`src/rtl/retire_stage_if.sv`:
```
// ROB-head / retire-stage bus: oldest-first head window in, retire count and
// registered architectural-map / free-list commit traffic out.
interface retire_stage_if #(
    parameter int N                = 3,
    parameter int PHYS_REG_ID_BITS = 6,
    parameter int ARCH_REG_BITS    = 5
);
    localparam int NUM_SCALAR_BITS = $clog2(N + 1);

    typedef struct packed {
        logic [ARCH_REG_BITS-1:0]    dest_reg_idx;
        logic [PHYS_REG_ID_BITS-1:0] T_new;
        logic [PHYS_REG_ID_BITS-1:0] T_old;
        logic                        halt;
        logic                        mispredict;
        logic [31:0]                 target_pc;
    } rob_packet_t;

    rob_packet_t [N-1:0]                    rob_outputs;
    logic [NUM_SCALAR_BITS-1:0]             rob_outputs_valid;
    logic [N-1:0]                           rob_complete;
    logic [NUM_SCALAR_BITS-1:0]             num_retiring;

    logic [N-1:0]                           arch_map_we;
    logic [N-1:0][ARCH_REG_BITS-1:0]        arch_map_idx;
    logic [N-1:0][PHYS_REG_ID_BITS-1:0]     arch_map_preg;
    logic [N-1:0]                           free_valid;
    logic [N-1:0][PHYS_REG_ID_BITS-1:0]     free_preg;

    // master: the ROB / commit consumers; slave: the retire stage itself
    modport master (
        output rob_outputs, rob_outputs_valid, rob_complete,
        input  num_retiring, arch_map_we, arch_map_idx, arch_map_preg,
               free_valid, free_preg
    );

    modport slave (
        input  rob_outputs, rob_outputs_valid, rob_complete,
        output num_retiring, arch_map_we, arch_map_idx, arch_map_preg,
               free_valid, free_preg
    );
endinterface

```
`src/rtl/retire_stage.sv`:
```
// In-order retire stage: picks how many head ROB entries commit this cycle,
// registers the map/free-list writes, and sequences mispredict recovery and halt.

// Per-slot eligibility and commit qualification.
module retire_lane #(
    parameter int ARCH_REG_BITS = 5
) (
    input  logic                     in_range,
    input  logic                     complete,
    input  logic                     halt,
    input  logic                     mispredict,
    input  logic [ARCH_REG_BITS-1:0] dest_reg_idx,
    input  logic                     retire,
    output logic                     ready,
    output logic                     stop,
    output logic                     commit
);
    assign ready  = in_range & complete;
    assign stop   = halt | mispredict;
    // r0 is hardwired, so it neither claims a new mapping nor frees the old one
    assign commit = retire & (dest_reg_idx != '0);
endmodule

module retire_stage #(
    parameter int N                = 3,
    parameter int PHYS_REG_ID_BITS = 6,
    parameter int ARCH_REG_BITS    = 5,
    parameter int CNT_BITS         = 32
) (
    input  logic                clock,
    input  logic                reset,
    retire_stage_if.slave       bus,
    output logic                flush,
    output logic [31:0]         redirect_pc,
    output logic                halted,
    output logic [CNT_BITS-1:0] retired_count
);
    localparam int NUM_SCALAR_BITS = $clog2(N + 1);

    typedef enum logic [1:0] {RUN, RECOVER, HALTED} state_t;

    state_t                     state;
    logic [N-1:0]               ready;
    logic [N-1:0]               stop;
    logic [N-1:0]               retire;
    logic [N-1:0]               commit;
    logic [NUM_SCALAR_BITS-1:0] k;
    logic                       go;
    logic                       last_halt;
    logic                       last_mp;
    logic [31:0]                last_pc;

    for (genvar i = 0; i < N; i++) begin : g_lane
        retire_lane #(.ARCH_REG_BITS(ARCH_REG_BITS)) u_lane (
            .in_range     (NUM_SCALAR_BITS'(i) < bus.rob_outputs_valid),
            .complete     (bus.rob_complete[i]),
            .halt         (bus.rob_outputs[i].halt),
            .mispredict   (bus.rob_outputs[i].mispredict),
            .dest_reg_idx (bus.rob_outputs[i].dest_reg_idx),
            .retire       (retire[i]),
            .ready        (ready[i]),
            .stop         (stop[i]),
            .commit       (commit[i])
        );
    end

    // Oldest-first scan: the retiring set is a prefix that ends at the first
    // not-ready entry or just after the first halt/mispredict.
    always_comb begin
        retire    = '0;
        k         = '0;
        last_halt = 1'b0;
        last_mp   = 1'b0;
        last_pc   = '0;
        go        = (state == RUN) && !reset;
        for (int i = 0; i < N; i++) begin
            if (go && ready[i]) begin
                retire[i] = 1'b1;
                k         = k + NUM_SCALAR_BITS'(1);
                last_halt = bus.rob_outputs[i].halt;
                last_mp   = bus.rob_outputs[i].mispredict;
                last_pc   = bus.rob_outputs[i].target_pc;
                if (stop[i]) go = 1'b0;
            end else begin
                go = 1'b0;
            end
        end
    end

    assign bus.num_retiring = k;

    always_ff @(posedge clock or posedge reset) begin
        if (reset) begin
            state             <= RUN;
            bus.arch_map_we   <= '0;
            bus.arch_map_idx  <= '0;
            bus.arch_map_preg <= '0;
            bus.free_valid    <= '0;
            bus.free_preg     <= '0;
            flush             <= 1'b0;
            redirect_pc       <= '0;
            halted            <= 1'b0;
            retired_count     <= '0;
        end else begin
            bus.arch_map_we <= commit;
            bus.free_valid  <= commit;
            for (int j = 0; j < N; j++) begin
                bus.arch_map_idx[j]  <= bus.rob_outputs[j].dest_reg_idx;
                bus.arch_map_preg[j] <= bus.rob_outputs[j].T_new;
                bus.free_preg[j]     <= bus.rob_outputs[j].T_old;
            end
            retired_count <= retired_count + CNT_BITS'(k);
            flush         <= 1'b0;

            case (state)
                RUN: begin
                    // halt outranks a mispredict on the same entry: no redirect
                    if (last_halt) begin
                        state  <= HALTED;
                        halted <= 1'b1;
                    end else if (last_mp) begin
                        state       <= RECOVER;
                        flush       <= 1'b1;
                        redirect_pc <= last_pc;
                    end
                end
                RECOVER: state <= RUN;
                HALTED:  state <= HALTED;
                default: state <= RUN;
            endcase
        end
    end
endmodule
```
`src/flat_wrapper.sv`:
```
// flat-port wrapper written by rule: the top's interface ports become plain ports
module retire_stage_flat 
#(
    parameter int N                = 3,
    parameter int PHYS_REG_ID_BITS = 6,
    parameter int ARCH_REG_BITS    = 5,
    parameter int CNT_BITS         = 32
)
  (clock, reset, flush, redirect_pc, halted, retired_count, bus_rob_outputs, bus_rob_outputs_valid, bus_rob_complete, bus_num_retiring, bus_arch_map_we, bus_arch_map_idx, bus_arch_map_preg, bus_free_valid, bus_free_preg);
  retire_stage_if #(.N(N), .PHYS_REG_ID_BITS(PHYS_REG_ID_BITS), .ARCH_REG_BITS(ARCH_REG_BITS)) bus_i ();
  input  logic clock;
  input  logic reset;
  output logic flush;
  output logic [31:0] redirect_pc;
  output logic halted;
  output logic [CNT_BITS-1:0] retired_count;
  input wire logic [$bits(bus_i.rob_outputs)-1:0] bus_rob_outputs;
  input wire logic [$bits(bus_i.rob_outputs_valid)-1:0] bus_rob_outputs_valid;
  input wire logic [$bits(bus_i.rob_complete)-1:0] bus_rob_complete;
  output wire logic [$bits(bus_i.num_retiring)-1:0] bus_num_retiring;
  output wire logic [$bits(bus_i.arch_map_we)-1:0] bus_arch_map_we;
  output wire logic [$bits(bus_i.arch_map_idx)-1:0] bus_arch_map_idx;
  output wire logic [$bits(bus_i.arch_map_preg)-1:0] bus_arch_map_preg;
  output wire logic [$bits(bus_i.free_valid)-1:0] bus_free_valid;
  output wire logic [$bits(bus_i.free_preg)-1:0] bus_free_preg;
  assign bus_i.rob_outputs = bus_rob_outputs;
  assign bus_i.rob_outputs_valid = bus_rob_outputs_valid;
  assign bus_i.rob_complete = bus_rob_complete;
  assign bus_num_retiring = bus_i.num_retiring;
  assign bus_arch_map_we = bus_i.arch_map_we;
  assign bus_arch_map_idx = bus_i.arch_map_idx;
  assign bus_arch_map_preg = bus_i.arch_map_preg;
  assign bus_free_valid = bus_i.free_valid;
  assign bus_free_preg = bus_i.free_preg;
  retire_stage #(.N(N), .PHYS_REG_ID_BITS(PHYS_REG_ID_BITS), .ARCH_REG_BITS(ARCH_REG_BITS), .CNT_BITS(CNT_BITS)) u_core (.clock(clock), .reset(reset), .bus(bus_i), .flush(flush), .redirect_pc(redirect_pc), .halted(halted), .retired_count(retired_count));
endmodule
```
`config.mk`:
```
export PLATFORM = sky130hd
export DESIGN_NAME = retire_stage_flat
export DESIGN_NICKNAME = d
export VERILOG_FILES = /design/src/rtl/retire_stage_if.sv /design/src/rtl/retire_stage.sv /design/src/flat_wrapper.sv
export SDC_FILE = /design/constraint.sdc
export NUM_CORES = 1
export LEC_CHECK = 0
export ABC_AREA = 1
export CELL_PAD_IN_SITES_DETAIL_PLACEMENT = 1
export CELL_PAD_IN_SITES_GLOBAL_PLACEMENT = 2
export CORE_ASPECT_RATIO = 0.6
export CORE_MARGIN = 2
export CORE_UTILIZATION = 24
export CTS_BUF_LIST = sky130_fd_sc_hd__clkbuf_8
export CTS_CLUSTER_SIZE = 30
export DETAILED_ROUTE_END_ITERATION = 8
export PLACE_DENSITY_LB_ADDON = 0.1
export RECOVER_POWER = 25
export SLEW_MARGIN = 30
export SYNTH_ARGS = -nofsm -noshare
export SYNTH_HDL_FRONTEND = slang
export SYNTH_HIERARCHICAL = 1
export SYNTH_SLANG_ARGS = --single-unit
```
`constraint.sdc`:
```
create_clock -name clock -period 5.35 [get_ports clock]
set_input_delay 0.535 -clock clock [delete_from_list [all_inputs] [get_ports clock]]
set_output_delay 0.535 -clock clock [all_outputs]
set_load 0.02 [all_outputs]
```
==> results of run 1 <==
[final cells by class]
cell class | instances | share of cell area
Sequential cell | 122 | 0.3331
Antenna cell | 3 | 0.0008190
Tap cell | 315 | 0.04300
Timing Repair Buffer | 290 | 0.3150
Clock inverter | 15 | 0.02034
Inverter | 44 | 0.01815
Multi-Input combinational cell | 481 | 0.2441
Clock buffer | 17 | 0.02553
[layout by cell type (no fill, tap or decap), types with 4 or more instances in the layout]
master           instances
a21oi_1                 35
buf_4                    6
clkbuf_8                17
clkdlybuf4s50_1        232
dfrtp_1                122
dlygate4sd3_1           52
ha_1                     4
inv_1                   41
inv_6                    6
nand2_1                261
nand3_1                 78
nand4_1                  7
nor2_1                  43
nor3_1                   9
xnor2_1                 10
xor2_1                  16
[stage by stage]
| step | hold slack [ns] | total power, mW |
|---|---|---|
| detailed placement | 0.4453 | 1.210 |
| CTS | 0.4565 | 2.121 |
| finish | 0.4559 | 2.076 |
| floorplan | 0.4220 | 1.028 |
| global route | 0.4866 | 2.174 |
| global placement | 0.4360 | 1.205 |
[registers in the layout, indices dropped and copies added, names as in the netlist]
signal / flops
u_core/bus.arch_map_idx: 15
u_core/bus.arch_map_preg: 18
u_core/bus.free_preg: 18
u_core/bus.free_valid: 3
u_core/flush: 1
u_core/halted: 1
u_core/redirect_pc: 32
u_core/retired_count: 32
u_core/state: 2
[worst max-delay path, stage by stage]
cell	delay [ns]
clkdlybuf4s50_1	0.49
or2_2	0.13
nand2_1	0.05
inv_1	0.06
nand2_1	0.05
nor2_1	0.28
nand3_2	0.15
buf_4	0.28
nand2_1	0.09
o21ai_0	0.17
ha_1	0.34
a21oi_1	0.06
nor2_1	0.43
nand2_1	0.25
nor2_1	0.36
nand2_1	0.12
xnor2_1	0.13
[per-layer routing]
metal,track usage,vias to the layer above
met5,0,-
met4,0.04458,4
met3,0.06373,22
met2,0.2922,157
met1,0.2556,2730
li1,-,2694
[path summary, 6_finish.rpt]
kind                            cells after the start                        start                            endpoint  slack, ns
worst max-delay path                               17     bus_rob_outputs_valid[1]  u_core/retired_count[25]$_DFF_PP0_       1.67
worst min-delay path                                1  u_core/state[0]$_DFFE_PP0P_         u_core/state[1]$_DFFE_PP0P_       0.46
worst max register to register                     14  u_core/state[0]$_DFFE_PP0P_  u_core/retired_count[25]$_DFF_PP0_       2.06
worst min register to register                      1  u_core/state[0]$_DFFE_PP0P_         u_core/state[1]$_DFFE_PP0P_       0.46
max in group asynchronous                           4                        reset  u_core/bus.free_valid[2]$_DFF_PP0_       3.13
min in group asynchronous                           3                        reset   u_core/redirect_pc[3]$_DFFE_PP0P_       0.88
[where the power goes]
part           switching, mW  internal [mW]
Sequential           0.00582          0.941
Combinational         0.0985          0.135
Clock                  0.426          0.470
Total                  0.530           1.55
==> results by group, run 1 <==
Outcome
  – Status: completed

Floorplanning
  – Die area: 24,700 µm²
  – I/O pins: 285
  – Core area: 23,030 µm²
  – Std-Cell Rows: 43
  – Die width: 201.6 µm
  – Initial Util: 0.2441
  – Die Ht: around 120 µm

STA
  – Max Transition Viols Final: 0
  – Max Freq: 0.2715 GHz
  – Relative slew slack: 0.4538
  – Worst Skew: 0.01214 ns
  – Final TNS setup: 0 ns
  – Endpoints failing setup: 0
  – Final Cycle Share: 0.6885
  – Worst Tran Pin Value: 0.8193 ns
  – Crit path time final: 3.684 ns
  – Hold Violations, Final: 0
  – RSZ-0062 raised after global routing: no
  – Setup ws final: 1.666 ns

Finish
  – Final design utilization: 0.3981
  – Nets: 1,121
  – Non-filler cells, final: 1,287
  – Final Cell Area: 9166 µm²
  – Fillers: 2,736
  – Storage cell area: 3053 µm²
  – Area taken by multi-input logic gates: 2237 µm²
  – Area Overhead vs Synth: 63.05%
  – Share of layout cells above drive strength 1: 0.05366

Global route
  – Overflow after GRT: 0
  – Pin count of the biggest net entering global routing: 63
  – First-pass GRT wire length: 35,580 µm
  – Number of global-route vias before repair: 6,179
  – GRT Total Usage: 0.1889
  – Initial antenna violation count: 5

Power and ir drop
  – Power density over the cells: 226.5 nW/µm²
  – Maximum vdd drop: around 130 µV
  – Standby leakage power: around 4.2 nW

Placed design
  – RD Place Congestion: 0.8010
  – Cells after DPL: 1,252
  – Dpl cell area: 8742 µm²
  – # port buffers: ~280
  – Post-place setup slack: roughly 1.2 ns
  – Detailed Place HPWL: about 18,000 µm

Yosys
  – Total nets after synthesis: around 840
  – Yosys Warn Count: 6
  – Syn Inst Count: 678
  – Mapped Area: between 5000 and 6000 µm²
  – Avg Cell Area, Syn: 8.292 µm²

Critical path
  – Crit path max fanout: 35
  – Arrival time worst endpoint: around 4.0 ns
  – Worst Setup End Kind: register
  – Startpoint Class: input port
  – CP required: 5.67 ns
  – Kind of critical path: in2reg

Route
  – Max Used Layer: met5
  – Routed wire per std cell: between 15 and 20 µm
  – Metal-1 WL: 11,100 µm
  – DR WL met3: 1483 µm
  – DRT iter0 DRCs: roughly 180
  – Total Routed Length: 22,860 µm
  – Vias per inst: 4.357
  – DR pass1 iterations: 4
  – Antenna-violating nets left: 0
  – DRC: 0
  – Met2 WL: 10,070 µm
  – Via count: 5,607

CTS
  – Cts bufs inserted: 17
  – Clock Sinks: 122
  – Hold-fix buffers, CTS: 0
  – Post-cts sizing count: 0
  – Root Driver: clkbuf_8
  – CTS tree: done
  – CTS H-tree depth: 4
  – Number of setup buffers added after CTS: 0
  – Clock-pin slew on the worst setup and hold paths: 0.08 ns
  – Maximum clock path buffer count: 2
  – Skew-Pair Late Insertion Delay: 0.44 ns

Worst hold path
  – Hold Crit Class: reg2reg

Job
  – Max-cap viol count: 0
Power figures use the tool's default switching activity.
==> inputs of run 2 (changes only) <==
CORE_UTILIZATION = 22   (was 24)
clock period = 3.4 ns   (was 5.35 ns; I/O delays follow)
==> run 2 against run 1 <==
  * The flow now finishes with violations (max-capacitance violations, max-slew violations)
  * Clock-buffer cell count did not move
  * Final cell count rose by 2.5%
  * Hold slack got worse by 0.029 ns
  * Register-to-register slack got worse by 1.4 ns
  * Via count fell by 1.1%
  * Sequential share of layout area fell by 0.62 points
  * First-iteration DRC count rose by 13%
  * Critical path depth fell by 10
  * Total power rose by 55%
  * Setup slack got worse by 1.3 ns
  * Critical endpoint is now bus_num_retiring[1]
==> results by group, run 2 (synthesis gave the netlist of run 1 again) <==
CTS
  – Clock-pin slew on the worst setup and hold paths: ~0.09 ns
  – Clock Sinks: 122
  – Hold-fix buffers, CTS: 0
  – Number of setup buffers added after CTS: 0
  – Skew-Pair Late Insertion Delay: around 0.45 ns
  – Cts bufs inserted: 17
  – Root Driver: clkbuf_8
  – Post-cts sizing count: 0
  – CTS tree: done
  – CTS H-tree depth: 4
  – Maximum clock path buffer count: 2

Route
  – DR WL met3: between 2000 and 2500 µm
  – Max Used Layer: met5
  – DRC: 0
  – Total Routed Length: 23,500 µm
  – DRT iter0 DRCs: 204
  – Via count: 5,545
  – Vias per inst: 4.204
  – Routed wire per std cell: 17.82 µm
  – Antenna-violating nets left: 0
  – Metal-1 WL: 11,800 µm
  – DR pass1 iterations: 4
  – Met2 WL: 9170 µm

STA
  – Final Cycle Share: 0.8910
  – Crit path time final: 3.029 ns
  – Max Transition Viols Final: 64
  – Relative slew slack: -0.07953
  – Hold Violations, Final: 0
  – Worst Tran Pin Value: 1.619 ns
  – Setup ws final: approximately 0.37 ns
  – Worst Skew: 0.01001 ns
  – Endpoints failing setup: 0
  – RSZ-0062 raised after global routing: no
  – Max Freq: ~0.33 GHz

Placed design
  – Cells after DPL: 1,284
  – RD Place Congestion: 0.7627
  – Detailed Place HPWL: 17,960 µm
  – Post-place setup slack: -0.05202 ns
  – # port buffers: 284

Global route
  – Number of global-route vias before repair: 5,925
  – First-pass GRT wire length: 36,260 µm
  – Pin count of the biggest net entering global routing: 64
  – Initial antenna violation count: 7
  – GRT Total Usage: 0.1814
  – Overflow after GRT: 0

Finish
  – Nets: 1,139
  – Fillers: 2,942
  – Share of layout cells above drive strength 1: 0.07194
  – Largest registers: u_core/redirect_pc: 32 flops, u_core/retired_count: 32 flops
  – Non-filler cells, final: 1,319
  – Area Overhead vs Synth: 66.13%
  – Most frequent cells in the layout: nand2_1 (261), clkdlybuf4s50_1 (232), dfrtp_1 (122)
  – Most common cell after layout, fill and taps aside: nand2_1

Floorplanning
  – Std-Cell Rows: 45
  – Die Ht: about 130 µm
  – Die width: 210.4 µm
  – Die area: 26,890 µm²
  – Initial Util: 0.2234
  – Core area: 25,170 µm²
  – I/O pins: about 290

Critical path
  – CP required: 3.06 ns
  – Max stage delay on crit path: 0.72 ns
  – Worst Setup End Kind: primary output
  – CP Cell Sequence: dlygate4sd3_1 > inv_12 > nand2_1 > nor2_1 > nand3_2 > o21ai_1 > clkdlybuf4s50_1
  – Startpoint Class: input port
  – Arrival time worst endpoint: ~2.7 ns
  – Crit path max fanout: 4
  – Kind of critical path: in2out
  – Slowest-stage cell, CP: clkdlybuf4s50_1

Outcome
  – Failing checks: max-capacitance violations, max-slew violations
  – Status: finished with violations

Worst hold path
  – Hold Crit Class: in2reg

Power and ir drop
  – Standby leakage power: around 4.3 nW
  – Power Total: 3.220 mW
  – Power density over the cells: 344.8 nW/µm²
  – Maximum vdd drop: 191.3 µV

Job
  – Max-cap viol count: 1
run 2: cell type report:
type / instances / area, µm² / area share
flip-flops and latches: 122 / 3053 / 0.3269
repair buffers: 308 / 3045 / 0.3261
multi-input cells: 481 / 2245 / 0.2404
well taps: 329 / 411.6 / 0.04408
clock buffers: 17 / 234.0 / 0.02505
inverters: 44 / 177.7 / 0.01902
clock inverters: 15 / 165.2 / 0.01768
diodes: 3 / 7.507 / 0.0008039
run 2: path summary, 6_finish.rpt:
check / from / end / slack (ns) / depth (start not counted)
worst max-delay path: reset / bus_num_retiring[1] / 0.37 / 7
worst max register to register: u_core/state[0]$_DFFE_PP0P_ / u_core/retired_count[16]$_DFF_PP0_ / 0.65 / 13
min in group asynchronous: reset / u_core/halted$_DFFE_PP0P_ / 1.04 / 3
worst min register to register: u_core/state[0]$_DFFE_PP0P_ / u_core/state[1]$_DFFE_PP0P_ / 0.46 / 1
worst min-delay path: bus_rob_outputs[85] / u_core/bus.free_preg[6]$_DFF_PP0_ / 0.43 / 1
max in group asynchronous: reset / u_core/bus.free_preg[15]$_DFF_PP0_ / 0.74 / 4
run 2: layer usage:
metal | global-route usage | vias to the layer above
met5 | 0 | -
li1 | - | 2729
met1 | 0.2584 | 2601
met3 | 0.07545 | 29
met4 | 0.05510 | 8
met2 | 0.2468 | 178
run 2: stage by stage:
stage          hold WS [ns]  setup TNS (ns)    util  cell area [µm²]
2_1_floorplan        0.2581               0       -             5642
3_3_place_gp         0.4445               0  0.3551             8937
3_5_place_dp         0.4464         -0.1036  0.3551             8937
4_1_cts              0.2667               0  0.3710             9336
5_1_grt              0.3817               0  0.3710             9336
6_report             0.4269               0  0.3711             9339
run 2: report_power, final:
group | internal (mW) | switching [mW]
combinational | 0.214 | 0.157
clock | 0.663 | 0.697
sequential | 1.48 | 0.00845
run 2: critical path, delay by kind of cell:
kind | cells | cell delay [ns]
AOI/OAI and AO/OA | 1 | 0.31
and+or+nand+nor | 3 | 0.58
buffers and inverters | 3 | 1.46
==> inputs of run 3 (changes only) <==
CTS_BUF_LIST = sky130_fd_sc_hd__clkbuf_8 sky130_fd_sc_hd__clkbuf_16   (was sky130_fd_sc_hd__clkbuf_8)
==> run 3 against run 2 <==
  * Clock power rose by 37%
  * Sequential share of layout area fell by 0.68 points
  * Die area stayed put
  * Sequential power about the same
  * The run now ends clean
  * Non-clock buffer count rose by 1
  * Clock skew down 0.0023 ns
  * Hold slack gained 0.027 ns
  * First-iteration DRC count up 3.4%
  * Flip-flop and latch count unchanged
  * Via count rose by 0.22%
  * Final area is 2.1% higher
  * Critical path depth up 10
==> results by group, run 3 (synthesis gave the netlist of run 1 again) <==
Outcome
  – Status: completed

CTS
  – Clock Sinks: 122
  – Hold-fix buffers, CTS: 0
  – Cts bufs inserted: 17
  – CTS tree: done
  – CTS H-tree depth: 4
  – Maximum clock path buffer count: 2
  – Root Driver: clkbuf_16
  – Post-cts sizing count: 0
  – Clock-pin slew on the worst setup and hold paths: 0.06 ns
  – Skew-Pair Late Insertion Delay: 0.42 ns
  – Number of setup buffers added after CTS: 0

Worst hold path
  – Hold path cells: 1
  – Hold Startpoint: u_core/state[0]$_DFFE_PP0P_
  – Hold Crit Class: reg2reg
  – Hold endpoint: u_core/state[1]$_DFFE_PP0P_

Placed design
  – # port buffers: between 200 and 300
  – Cells after DPL: 1,284
  – Post-place setup slack: -0.05202 ns
  – RD Place Congestion: 0.7627
  – Detailed Place HPWL: ~18,000 µm

Critical path
  – Slowest-stage cell, CP: clkdlybuf4s50_1
  – Arrival time worst endpoint: 3.38 ns
  – CP Cell Sequence: clkdlybuf4s50_1 > or2_2 > nand2_1 > inv_1 > inv_1 > nor2_1 > nand3_2 > ha_1 > xnor2_2 > ha_1 > fa_1 > nand3_1 > nor2_1 > nand3_1 > buf_4 > nor2_1 > xor2_1
  – FF-to-FF End: u_core/retired_count[16]$_DFF_PP0_
  – Crit path max fanout: 4
  – Most common cell on crit path: nor2_1
  – Kind of critical path: in2reg
  – Worst setup path start: bus_rob_outputs_valid[1]
  – Worst Setup End Kind: register
  – Setup slack, reg-to-reg: ~0.63 ns
  – FF-to-FF path depth: 12
  – Startpoint Class: input port
  – RR Startpoint: u_core/state[0]$_DFFE_PP0P_
  – CP required: 3.74 ns
  – Max stage delay on crit path: 0.47 ns

Job
  – Max-cap viol count: 0

Finish
  – Most common cell after layout, fill and taps aside: nand2_1
  – Most frequent cells in the layout: nand2_1 (261), clkdlybuf4s50_1 (232), dfrtp_1 (122)
  – Area Overhead vs Synth: 69.64%
  – Share of layout cells above drive strength 1: 0.07287
  – Nets: 1,140
  – Storage cell area: 3053 µm²
  – Final design utilization: 0.3789
  – Non-filler cells, final: 1,320
  – Area taken by multi-input logic gates: 2247 µm²
  – Fillers: slightly below 3k
  – Largest registers: u_core/redirect_pc: 32 flops, u_core/retired_count: 32 flops

Route
  – Vias per inst: 4.210
  – Total Routed Length: 23,720 µm
  – DR pass1 iterations: 4
  – DRT iter0 DRCs: 211
  – Antenna-violating nets left: 0
  – DRC: 0
  – Via count: roughly 5.6k
  – Routed wire per std cell: 17.97 µm

STA
  – Hold Violations, Final: 0
  – Max Transition Viols Final: 0
  – Final Cycle Share: 0.8928
  – RSZ-0062 raised after global routing: no
  – Max Freq: ~0.33 GHz
  – Endpoints failing setup: 0
  – Worst Tran Pin Value: 1.441 ns
  – Setup ws final: 0.3646 ns
  – Relative slew slack: 0.03947
  – Crit path time final: between 3 and 4 ns
  – Final TNS setup: 0 ns
  – Worst Skew: 0.007761 ns

Global route
  – GRT Total Usage: 0.1829
  – Initial antenna violation count: 6
  – Overflow after GRT: 0
  – Number of global-route vias before repair: 5,939
  – First-pass GRT wire length: 36,560 µm
  – Pin count of the biggest net entering global routing: 64

Floorplanning
  – Core area: 25,170 µm²
  – Initial Util: 0.2234
  – Die area: 26,890 µm²
  – I/O pins: 285
  – Die Ht: 127.8 µm
  – Die width: 210.4 µm
  – Std-Cell Rows: 45

Power and ir drop
  – Power Total: approximately 3.7 mW
  – Standby leakage power: 4.385 nW
  – Maximum vdd drop: 306.8 µV
  – Power density over the cells: 390.1 nW/µm²
[run 3: routing by layer]
layer | GRT usage | wire (µm) | vias to the layer above
li1 | - | - | 2733
met1 | 0.2595 | 11940 | 2626
met2 | 0.2501 | 9341 | 168
met3 | 0.07839 | 2127 | 24
met4 | 0.05137 | 274 | 6
met5 | 0 | 39 | -
[run 3: layout make-up]
type / instances / share of cell area
Tap cell: 329 / 0.04316
Inverter: 44 / 0.01863
Multi-Input combinational cell: 481 / 0.2356
Clock buffer: 17 / 0.04461
Timing Repair Buffer: 309 / 0.3197
Antenna cell: 3 / 0.0007872
Sequential cell: 122 / 0.3201
Clock inverter: 15 / 0.01732
[run 3: worst max path at each step]
stage / endpoint / slack [ns]
4_1_cts: bus_num_retiring[1] / 0.35
5_1_grt: u_core/retired_count[16]$_DFF_PP0_ / 0.11
2_1_floorplan: u_core/retired_count[24]$_DFF_PP0_ / 0.07
6_report: u_core/retired_count[16]$_DFF_PP0_ / 0.36
3_5_place_dp: u_core/retired_count[16]$_DFF_PP0_ / -0.05
3_3_place_gp: u_core/retired_count[20]$_DFF_PP0_ / 0.03
[run 3: stage by stage]
step | instance area [µm²] | hold WS, ns
after floorplan | 5642 | 0.2581
after global placement | 8937 | 0.4445
after detailed placement | 8937 | 0.4464
after CTS | 9528 | 0.3234
after global routing | 9534 | 0.4362
final | 9537 | 0.4536
[run 3: power by group]
part | internal, mW | switching, mW | total (mW)
combinational | 0.215 | 0.157 | 0.372
sequential | 1.48 | 0.00865 | 1.49
clock | 1.09 | 0.766 | 1.86
total | 2.79 | 0.932 | 3.72
[run 3: worst max-delay path, delay by kind of cell]
kind | cells | cell delay, ns
and+or+nand+nor | 8 | 1.14
adders and majority gates | 3 | 0.76
buffers and inverters | 4 | 0.75
xor gates and xnor gates | 2 | 0.37
==> edit 1, RTL diff (flow settings as in run 2) <==
`N` is set to 3 in 3 places; all go to 5.
--- a/src/rtl/retire_stage_if.sv
+++ b/src/rtl/retire_stage_if.sv
@@ -2,5 +2,5 @@
 // registered architectural-map / free-list commit traffic out.
 interface retire_stage_if #(
-    parameter int N                = 3,
+    parameter int N                = 5,
     parameter int PHYS_REG_ID_BITS = 6,
     parameter int ARCH_REG_BITS    = 5
--- a/src/rtl/retire_stage.sv
+++ b/src/rtl/retire_stage.sv
@@ -23,5 +23,5 @@
 
 module retire_stage #(
-    parameter int N                = 3,
+    parameter int N                = 5,
     parameter int PHYS_REG_ID_BITS = 6,
     parameter int ARCH_REG_BITS    = 5,
--- a/src/flat_wrapper.sv
+++ b/src/flat_wrapper.sv
@@ -2,5 +2,5 @@
 module retire_stage_flat 
 #(
-    parameter int N                = 3,
+    parameter int N                = 5,
     parameter int PHYS_REG_ID_BITS = 6,
     parameter int ARCH_REG_BITS    = 5,
Ports: changed (9 resized); port bits go from 285 to 429. The function was not compared with the original's and may differ.
==> edit 1 against run 2 <==
Hold slack lost 33 ps; utilization grew 3.3 points; largest power group unchanged; critical path type is now input port to flip-flop; the flow still finishes with violations (capacitance limit, slew limit); first-iteration DRC count grew 66%; critical path depth grew 19; worst setup slack lost 270 ps; total power grew 26%; sequential cell count grew 36; design area grew 47%; synthesized area grew 36%; via count grew 47%; final cell count grew 46%; routed wire length grew 54%; global-route usage grew 1.7 points; combinational power grew 71%.
==> edit 1: results (changes against run 2) <==
| Metric | Value |
|---|---|
| Status | complete, but fails checks |
| Failing checks | capacitance limit, slew limit |
| Initial antenna violation count | 11 (+4) |
| Max stage delay on crit path | 470 ps (-250 ps) |
| Leak | 0.006580 µW (+53%) |
| Crit Path Max Fanout | 3 (-1) |
| Nets | 1732 (+52%) |
| Clock latency on the worst-skew pair | 480 ps (+30 ps) |
| FF-to-FF setup slack | 110 ps (-540 ps) |
| MaxCap Viol Count | 1 (unchanged) |
| Hold path startpoint | bus_rob_outputs[88] |
| Reg2reg start | u_core/state[1] |
| Worst R2R End | u_core/retired_count[5] |
| Pin count of the biggest net entering global routing | 62 (-3.1%) |
| Max-slew headroom | -7.193% (+0.76 points) |
| Clk buf depth | 2 (unchanged) |
| Placer Congestion | 0.8260 (+8.3%) |
| Worst Skew | 12.38 ps (+2.369 ps) |
| Fin Hold WS | 393.8 ps (-33.16 ps) |
| Via count | 8152 (+47%) |
| First-pass GRT wire length | 54.19 mm (+49%) |
| Top delay family on crit path | simple AND/OR/NAND/NOR gates |
| Pins Over Slew Limit | 62 (-3.1%) |
| Gr usage total | 19.88% (+1.7 points) |
| Total wire length | 36.19 mm (+54%) |
| Number of global-route vias before repair | 8658 (+46%) |
| # port buffers | 428 (+51%) |
| Layout cells sized above 1 | 13.19% (+6.0 points) |
| Worst hold endpoint | u_core/bus.free_preg[9] |
| WP data arrival | 3710 ps (+1020 ps) |
| Hpwl dp | 27.81 mm (+55%) |
| Reg2Reg Depth | 20 (+7) |
| Drt initial violations | 338 (+66%) |
| Peak supply drop | 0.0001998 V (+4.4%) |
[edit 1: changes by cell type in the layout (fill, tap and decap cells not counted), moves of 32 or more]
cell / change
nand3_1: -32
inv_1: +35
clkdlybuf4s50_1: +105
buf_4: +58
dfrtp_1: +36
a21oi_1: -32
nand2_1: +153
nand4_1: +37
dlygate4sd3_1: +33
[edit 1: power by group through the flow]
stage                     clock (µW)  combinational (µW)  sequential [µW]
after CTS                       1550                 661             1940
after global placement             0                 657             1980
after global routing            1630                 683             1950
after floorplan                    0                 104             2050
final                           1490                 633             1940
after detailed placement           0                 657             1980
[edit 1: cell type report]
type / instances / area [µm²]
sequential: 158 / 3954
tap: 459 / 574.3
clock inverter: 15 / 190.2
clock buffer: 17 / 234.0
antenna: 2 / 5.005
multi-input combinational: 681 / 3430
timing repair buffer: 513 / 4974
inverter: 87 / 347.8
fill: 4012 / 20250
[edit 1: worst register-to-register path: stages (launching register included)]
cell and delay, ps:
dfrtp_1 400, inv_1 90, nand2_2 90, nor2_4 180, buf_4 180, buf_4 120
nand4_2 130, nor2_2 170, nand2_2 110, nand3_4 100, ha_4 140, nand2_2 60
xnor2_2 230, ha_4 250, nand3_1 80, nand3_2 120, buf_4 150, buf_4 130
and3_1 150, buf_4 130, xor2_1 140
[edit 1: repair_timing]
item / 4_1_cts / 5_1_grt
setup endpoints to repair: 12 / 27
buffers inserted: 2 / 17
gates resized for setup: 10 / 39
pin swaps: 5 / 23
[edit 1: through the flow]
stage	instance area (µm²)	power, µW	utilization [%]	setup slack, ps	cells
3_3_place_gp	12960	2635	38.16	-481.1	1879
2_1_floorplan	7811	2152	-	-155.5	970
4_1_cts	13430	4156	39.54	1.945	1913
5_1_grt	13710	4257	40.36	-46.34	1931
6_report	13710	4063	40.36	101.8	1932
3_5_place_dp	12960	2637	38.16	-606.3	1879
[edit 1: worst max path at each step]
stage	from	end	slack (ps)
2_1_floorplan	reset	u_core/retired_count[24]	-160
3_3_place_gp	bus_rob_outputs_valid[1]	u_core/retired_count[24]	-480
3_5_place_dp	bus_rob_outputs_valid[2]	u_core/retired_count[24]	-610
4_1_cts	bus_rob_outputs_valid[2]	u_core/retired_count[22]	2
5_1_grt	u_core/state[1]	u_core/retired_count[27]	-50
6_report	bus_rob_complete[0]	u_core/retired_count[24]	100
[edit 1: routing by layer]
| layer | track usage [%] | share of wire [%] | up-vias |
|---|---|---|---|
| li1 | - | - | 3964 |
| met1 | 27.27 | 47 | 3928 |
| met4 | 3.506 | 0.68 | 18 |
| met5 | 0 | 0.31 | - |
| met3 | 6.803 | 7.2 | 34 |
| met2 | 30.61 | 44 | 208 |
==> edit 2, RTL diff (config.mk and constraints of run 2) <==
Made on the original files. Make the reset (`reset`) synchronous in one clocked block.
--- a/src/rtl/retire_stage.sv
+++ b/src/rtl/retire_stage.sv
@@ -90,5 +90,5 @@
     assign bus.num_retiring = k;
 
-    always_ff @(posedge clock or posedge reset) begin
+    always_ff @(posedge clock) begin
         if (reset) begin
             state             <= RUN;
Behaviour: differs if reset is asserted again (counterexample within 4 cycles, from zero or initial values and one cycle with reset high); with reset held inactive, the same outputs for 4 cycles.
==> edit 2 against run 2 <==
Clock skew decreased by 0.80 ps; sequential cell count unchanged; worst setup slack got worse by 160 ps; via count increased by 24%; synthesized area increased by 9.5%; total power increased by 10%; clock power increased by 4%; fmax decreased by 5.0%; synthesized cell count increased by 42%; routed wire length increased by 8.3%; critical path type unchanged; non-clock buffer count increased by 2; design area increased by 5.1%; final cell count increased by 23%; first-iteration DRC count increased by 33%.
==> edit 2: results (changes against run 2) <==
| Metric | Value |
|---|---|
| Number of global-route vias before repair | 6905 (+17%) |
| N_diodes | 0 (-3) |
| Htree depth | 4 (unchanged) |
| Root Driver | clkbuf_8 |
| Leak | 0.004329 µW (+0.77%) |
| Post-Syn Nets | 1131 (+34%) |
| Drt initial violations | 272 (+33%) |
| Grt met2 use | 25.98% (+1.3 points) |
| Drt via density | 4.236 (+0.75%) |
| Pins Over Slew Limit | 0 (-100%) |
| Max-slew headroom | 40.02% (+48 points) |
| Nets | 1408 (+24%) |
| First-pass GRT wire length | 40.05 mm (+10%) |
| Hpwl dp | 19.17 mm (+6.7%) |
| GR Util met1 | 25.50% (-0.34 points) |
| Total wire length | 25.44 mm (+8.3%) |
| CTS Buf Count | 17 (unchanged) |
| Number of fill cells in the layout | 3458 (+18%) |
| Critical-path top delay cell | clkdlybuf4s50_1 |
| Global-route met3 utilization | 5.205% (-2.3 points) |
| # port buffers | 284 (unchanged) |
| Detailed-router iteration count before antenna repair | 4 (unchanged) |
| Crit Path Max Fanout | 3 (-1) |
| Peak supply drop | 0.0002302 V (+20%) |
| Clk slew on worst S/H paths | 70 ps (-20 ps) |
| WP data arrival | 2850 ps (+160 ps) |
| Mean Syn Cell Area | 6.371 µm² (-23%) |
| Dpl ws | -216.3 ps (-164.3 ps) |
| Layout Cells excl Fill | 1622 (+23%) |
| Clk buf depth | 2 (unchanged) |
| Hold WC Path Type | input port to flip-flop |
| Initial antenna violation count | 0 (-7) |
| Clock latency on the worst-skew pair | 460 ps |
| Max stage delay on crit path | 620 ps (-100 ps) |
| Layout cells sized above 1 | 6.056% (-1.1 points) |
| Area of placed instances | 9393 µm² (+5.1%) |
| Gr usage total | 17.70% (-0.44 points) |
| Ys Warns | 6 (unchanged) |
| Worst Skew | 9.209 ps (-0.8032 ps) |
| Pin count of the biggest net entering global routing | 78 (+22%) |
| Placer Congestion | 0.7971 (+4.5%) |
| Largest registers | u_core/redirect_pc (32), u_core/retired_count (32) |
| Status | finished, final reports clean |
edit 2: cell type report:
cell class / instances / area (µm²) / share of cell area [%]
repair buffers: 310 / 3057 / 31.15
well taps: 367 / 459.2 / 4.680
multi-input cells: 649 / 2899 / 29.55
clock buffers: 17 / 234.0 / 2.385
clock inverters: 14 / 183.9 / 1.875
flip-flops and latches: 122 / 2442 / 24.89
inverters: 143 / 536.8 / 5.471
edit 2: path summary, 6_finish.rpt:
| check | startpoint | endpoint | slack [ps] | depth (start not counted) |
|---|---|---|---|---|
| setup reg to reg | u_core/state[1] | u_core/retired_count[16] | 660 | 17 |
| hold reg to reg | u_core/halted | u_core/halted | 450 | 2 |
| hold / removal | reset | u_core/state[1] | 380 | 4 |
| setup / recovery | bus_rob_outputs_valid[1] | bus_num_retiring[1] | 210 | 16 |
edit 2: critical path: cells and delay by family:
kind            cells  cell delay [ps]
compound gates      1               80
buf+inv             8             1690
simple gates        7              760
edit 2: repair_timing:
item / in CTS / in global routing
gates resized for setup: 0 / 1
setup buffers: 0 / 0
setup endpoints to repair: 0 / 1
hold endpoints to repair: 0 / 0
edit 2: per-stage QoR:
stage	utilization, %	power [µW]
after detailed placement	34.13	2165
final	35.65	3546
after global placement	34.13	2159
after floorplan	-	1806
after global routing	35.65	3739
after CTS	35.65	3617
edit 2: routing by layer:
layer	share of wire (%)	routed length (µm)	vias to the layer above
li1	-	-	3510
met1	52	13190	3196
met5	0	0	-
met3	6.0	1527	15
met4	0.68	172	0
met2	41	10550	149
edit 2: where the power goes:
| part | switching [µW] | total (µW) | internal, µW | leakage [µW] |
|---|---|---|---|---|
| Clock | 639 | 1420 | 785 | 0.000207 |
| Sequential | 20.2 | 1500 | 1480 | 0.00100 |
| Combinational | 294 | 619 | 325 | 0.00312 |
